$ cat src/rtl/multicycle_control_unit.sv
// Multicycle MIPS control FSM: sequences fetch/decode/execute/writeback, drives datapath
// strobes and memory handshake, flags illegal instructions and counts retired ones.
// Optional jump support: define MC_CTRL_JUMP_EN.
module multicycle_control_unit #(
  parameter int unsigned ALU_W = 3,
  parameter int unsigned CNT_W = 32
) (
  input  logic             clk,
  input  logic             reset,
  input  logic [5:0]       opcode,
  input  logic [5:0]       funct,
  input  logic             mem_ready,
  output logic             mem_req,
  output logic             iord,
  output logic             memwrite,
  output logic             irwrite,
  output logic             pcwrite,
  output logic             branch,
  output logic             regdst,
  output logic             memtoreg,
  output logic             regwrite,
  output logic             alusrca,
  output logic [1:0]       alusrcb,
  output logic [1:0]       pcsrc,
  output logic [ALU_W-1:0] alucontrol,
  output logic             illegal,
  output logic [CNT_W-1:0] retired
);

  typedef enum logic [3:0] {
    S_FETCH, S_DECODE, S_MEMADR, S_MEMRD, S_MEMWB, S_MEMWR,
    S_RTYPEEX, S_RTYPEWB, S_BEQEX, S_ADDIEX, S_ADDIWB, S_JEX
  } state_t;

  localparam logic [5:0] OP_RTYPE = 6'b000000;
  localparam logic [5:0] OP_LW    = 6'b100011;
  localparam logic [5:0] OP_SW    = 6'b101011;
  localparam logic [5:0] OP_BEQ   = 6'b000100;
  localparam logic [5:0] OP_ADDI  = 6'b001000;
`ifdef MC_CTRL_JUMP_EN
  localparam logic [5:0] OP_J     = 6'b000010;
`endif

  localparam logic [ALU_W-1:0] ALU_AND = ALU_W'(3'b000);
  localparam logic [ALU_W-1:0] ALU_OR  = ALU_W'(3'b001);
  localparam logic [ALU_W-1:0] ALU_ADD = ALU_W'(3'b010);
  localparam logic [ALU_W-1:0] ALU_SUB = ALU_W'(3'b110);
  localparam logic [ALU_W-1:0] ALU_SLT = ALU_W'(3'b111);

  state_t           r_state;
  state_t           w_next;
  logic [CNT_W-1:0] r_retired;
  logic             w_retire;
  logic             w_rt_ok;
  logic [ALU_W-1:0] w_rt_alu;

  // R-type funct decode; also tells DECODE whether the funct is legal
  always_comb begin
    w_rt_ok  = 1'b1;
    w_rt_alu = ALU_AND;
    case (funct)
      6'b100000: w_rt_alu = ALU_ADD;
      6'b100010: w_rt_alu = ALU_SUB;
      6'b100100: w_rt_alu = ALU_AND;
      6'b100101: w_rt_alu = ALU_OR;
      6'b101010: w_rt_alu = ALU_SLT;
      default:   w_rt_ok  = 1'b0;
    endcase
  end

  always_ff @(posedge clk) begin
    if (reset) begin
      r_state   <= S_FETCH;
      r_retired <= '0;
    end else begin
      r_state <= w_next;
      if (w_retire) r_retired <= r_retired + CNT_W'(1);
    end
  end

  // Next state and state-decoded outputs; everything held at 0 while reset is high
  always_comb begin
    w_next     = r_state;
    w_retire   = 1'b0;
    mem_req    = 1'b0;
    iord       = 1'b0;
    memwrite   = 1'b0;
    irwrite    = 1'b0;
    pcwrite    = 1'b0;
    branch     = 1'b0;
    regdst     = 1'b0;
    memtoreg   = 1'b0;
    regwrite   = 1'b0;
    alusrca    = 1'b0;
    alusrcb    = 2'b00;
    pcsrc      = 2'b00;
    alucontrol = '0;
    illegal    = 1'b0;
    retired    = '0;
    if (reset) begin
      w_next = S_FETCH;
    end else begin
      retired = r_retired;
      case (r_state)
        S_FETCH: begin
          mem_req    = 1'b1;
          alusrcb    = 2'b01;
          alucontrol = ALU_ADD;
          if (mem_ready) begin
            irwrite = 1'b1;
            pcwrite = 1'b1;
            w_next  = S_DECODE;
          end
        end
        S_DECODE: begin
          alusrcb    = 2'b11;
          alucontrol = ALU_ADD;
          case (opcode)
            OP_LW, OP_SW: w_next = S_MEMADR;
            OP_RTYPE: begin
              if (w_rt_ok) begin
                w_next = S_RTYPEEX;
              end else begin
                illegal = 1'b1;
                w_next  = S_FETCH;
              end
            end
            OP_BEQ:  w_next = S_BEQEX;
            OP_ADDI: w_next = S_ADDIEX;
`ifdef MC_CTRL_JUMP_EN
            OP_J:    w_next = S_JEX;
`endif
            default: begin
              illegal = 1'b1;
              w_next  = S_FETCH;
            end
          endcase
        end
        S_MEMADR: begin
          alusrca    = 1'b1;
          alusrcb    = 2'b10;
          alucontrol = ALU_ADD;
          w_next     = (opcode == OP_LW) ? S_MEMRD : S_MEMWR;
        end
        S_MEMRD: begin
          mem_req = 1'b1;
          iord    = 1'b1;
          if (mem_ready) w_next = S_MEMWB;
        end
        S_MEMWB: begin
          memtoreg = 1'b1;
          regwrite = 1'b1;
          w_retire = 1'b1;
          w_next   = S_FETCH;
        end
        S_MEMWR: begin
          mem_req  = 1'b1;
          iord     = 1'b1;
          memwrite = 1'b1;
          if (mem_ready) begin
            w_retire = 1'b1;
            w_next   = S_FETCH;
          end
        end
        S_RTYPEEX: begin
          alusrca    = 1'b1;
          alucontrol = w_rt_alu;
          w_next     = S_RTYPEWB;
        end
        S_RTYPEWB: begin
          regdst   = 1'b1;
          regwrite = 1'b1;
          w_retire = 1'b1;
          w_next   = S_FETCH;
        end
        S_BEQEX: begin
          alusrca    = 1'b1;
          alucontrol = ALU_SUB;
          branch     = 1'b1;
          pcsrc      = 2'b01;
          w_retire   = 1'b1;
          w_next     = S_FETCH;
        end
        S_ADDIEX: begin
          alusrca    = 1'b1;
          alusrcb    = 2'b10;
          alucontrol = ALU_ADD;
          w_next     = S_ADDIWB;
        end
        S_ADDIWB: begin
          regwrite = 1'b1;
          w_retire = 1'b1;
          w_next   = S_FETCH;
        end
`ifdef MC_CTRL_JUMP_EN
        S_JEX: begin
          pcwrite  = 1'b1;
          pcsrc    = 2'b10;
          w_retire = 1'b1;
          w_next   = S_FETCH;
        end
`endif
        default: w_next = S_FETCH;
      endcase
    end
  end

endmodule

$ cat config.mk
export PLATFORM = sky130hd
export DESIGN_NAME = multicycle_control_unit
export DESIGN_NICKNAME = d
export VERILOG_FILES = /design/src/rtl/multicycle_control_unit.sv
export SDC_FILE = /design/constraint.sdc
export NUM_CORES = 1
export LEC_CHECK = 0
export BUFFER_PORTS_ARGS = -buffer_cell sky130_fd_sc_hd__buf_2
export CAP_MARGIN = 20
export CORE_MARGIN = 2
export CORE_UTILIZATION = 39
export CTS_CLUSTER_SIZE = 12
export DETAILED_ROUTE_END_ITERATION = 8
export HOLD_SLACK_MARGIN = 0.12
export PLACE_DENSITY_LB_ADDON = 0.08
export SYNTH_ARGS = -nofsm -noshare
export SYNTH_HDL_FRONTEND = slang
export SYNTH_SLANG_ARGS = --single-unit
$ cat constraint.sdc
create_clock -name clk -period 4.2 [get_ports clk]
set_clock_uncertainty 0.2 [all_clocks]
set_input_delay 0.21 -clock clk [delete_from_list [all_inputs] [get_ports clk]]
set_output_delay 0.21 -clock clk [all_outputs]
set_load 0.1 [all_outputs]
==> flow_summary.yaml <==
layout:
  regArea_um2: 721
  area_growth_pct: 18.2
  fill_cells: 637
  drive_gt1_share_pct: 22.2
  nNetsFinal: 385
  multi_input_comb_area_um2: 1570
  diodes: 0
global_route:
  grt_pass1_wl_um: 10100
  grt_pass1_vias: 2170
  grt_max_degree: 51
  overflow: 0
  antenna_found_initial: 0
  grtUsageTotal_pct: 17.0
routing:
  vias: 2371
  wl_per_cell_um: 12.9
  ant_nets: 0
  drc: 0
  drt_first_pass_iters: 4
  drt_iter0_markers: 99
  routed_wl_um: 5760
  vias_per_cell: 5.33
cts:
  cts_sinks: 36
  tritoncts: "built"
  clockBufferDepth: 2
  htree_levels: 2
  postCtsSetupRepairBufs: 0
  clock-root-buffer: "clkbuf_8"
  cts_buffers: 5
  clk-insertion-delay-late_ns: 0.29
  clkTransAtPathRegs_ns: 0.06
  cts_resized: 0
worst_setup_path:
  path_class: "reg2out"
  end_kind: "output port"
  cp.required_ns: 3.79
  worstRegToRegCells: 5
  cp-start-kind: "flop"
  crit_arrival_ns: 2.40
  path_max_fanout: 17
yosys:
  syn_inst: 316
  syn-cell-area_um2: 2420
  synth_edf_count: 0
  ys_seq_elements: 36
  synthTopCellsByArea: "dfxtp_1 30%, nor2b_1 8.8%, nor2_1 6.4%"
  synth_top_flop_cell: "dfxtp_1"
  yosys.area.top_type: "dfxtp_1"
  synth_common_cells: "41 x nor2_1, 36 x dfxtp_1, 34 x nor2b_1, 22 x nand2_1, 19 x a21oi_1"
  ys_types: 50
  ys_seq_area_share_pct: 29.8
  synth_warnings: 0
  synth_top_area_share_pct: 29.8
  yosysMostFrequentCell: "nor2_1"
  syn-num-nets: 332
  synthArstFlopShare_pct: 0
  synth_area_per_cell_um2: 7.67
die:
  dieArea_um2: 6860
  core_area_um2: 5960
  start_util_pct: 40.7
  io-pin-count: 65
  rows: 28
  die_w_um: 82.8
  die_y_um: 82.8
job:
  max_cap_violations: 0
sta:
  hold_violations: 0
  worst_pin_slew_ns: 0.793
  setup-tns-final_ns: 0
  hold-worst-slack_ns: 0.170
  timing.fmax_mhz: 356
  fin_crit_sh_pct: 67.0
  maxSlewHeadroom_pct: 47.1
  rsz0062_at_grt: "no"
  period_minus_slack_ns: 2.81
  finalSetupViolations: 0
  drv_slew: 0
place:
  globalplace.congestion: 0.788
  dpl.hpwl_um: 4190
  io_buffer_count: 63
hold_path:
  hold_depth: 4
  hold_path.class: "in2reg"
power:
  powerDensity_nw_per_um2: 241
  vdd_drop_max_uv: 158
  leakage_nw: 1.18
outcome:
  outcome: "finished, final reports clean"
[placed cells by master (no fill, tap or decap), drive strengths merged, types with 7 or more instances in the layout]
cell / netlist / routed
inv: 7 / 7
o2111ai: 9 / 9
nor2b: 34 / 34
a21oi: 19 / 19
nor2: 42 / 42
clkbuf: 10 / 8
o21ai: 14 / 14
or3: 7 / 7
nand2: 22 / 22
xor2: 15 / 15
buf: 12 / 64
nor3: 17 / 17
dfxtp: 36 / 36
[routing by layer]
layer / part of all wire, % / global-route usage, % / vias to the layer above
li1: - / - / 1228
met1: 49 / 23.5 / 1084
met2: 45 / 27.1 / 53
met3: 4.8 / 3.58 / 6
met4: 1.2 / 4.47 / 0
met5: 0 / 0 / -
[cells by family after synthesis]
family | share of synthesized area [%]
flip-flops | 29.8
AND/OR/NAND/NOR | 35.5
AO/OA/AOI/OAI | 18.8
other | 0.155
XOR/XNOR | 6.15
buffers and inverters | 5.47
multiplexers | 3.62
adder cells (fa/ha/maj) | 0.516
[timing repair]
item,CTS,global route
endpoints found under the hold margin,3,0
endpoints found under the setup margin,0,0
hold buffers,4,0
[registers in the layout, indices dropped and copies added (netlist names)]
signal and cells:
r_state 4, r_retired 32
[report_power, final]
part,total [mW],internal (mW),switching [mW]
registers,0.346,0.342,0.00387
clock network,0.256,0.134,0.122
logic,0.0880,0.0205,0.0675
total,0.690,0.496,0.194
[final cells by class]
type / count / area share [%]
clock buffer: 8 / 3.15
inverter: 7 / 0.918
multi-input combinational: 251 / 54.8
sequential: 36 / 25.2
tap: 75 / 3.28
timing repair buffer: 68 / 12.7
[through the flow]
stage	worst slack (ns)	cell area, um2	utilization, %	power (mW)	instances
global placement	1.60	2730	45.9	0.440	433
floorplan	0.295	2420	-	0.420	316
detailed placement	1.56	2730	45.9	0.440	433
CTS	1.39	2860	48.1	0.699	445
global route	1.20	2860	48.1	0.718	445
finish	1.39	2860	48.1	0.690	445
[final timing paths]
path	startpoint	end	slack (ns)
min	opcode[3]	r_state[1]$_SDFFE_PP0P_	0.17
max	r_state[1]$_SDFFE_PP0P_	alucontrol[2]	1.39
max reg2reg	r_state[2]$_SDFFE_PP0P_	r_retired[30]$_SDFFE_PP0P_	1.57
min reg2reg	r_retired[14]$_SDFFE_PP0P_	r_retired[14]$_SDFFE_PP0P_	0.28
[worst max-delay path: stages, from the launching register on]
cell and delay (ns):
dfxtp_1 0.66, nor2b_1 0.37, nand2_1 0.12, nor3_1 0.27
nand3b_1 0.11, a21oi_1 0.15, buf_2 0.45
Note: power is estimated with default switching activity, not from simulation.
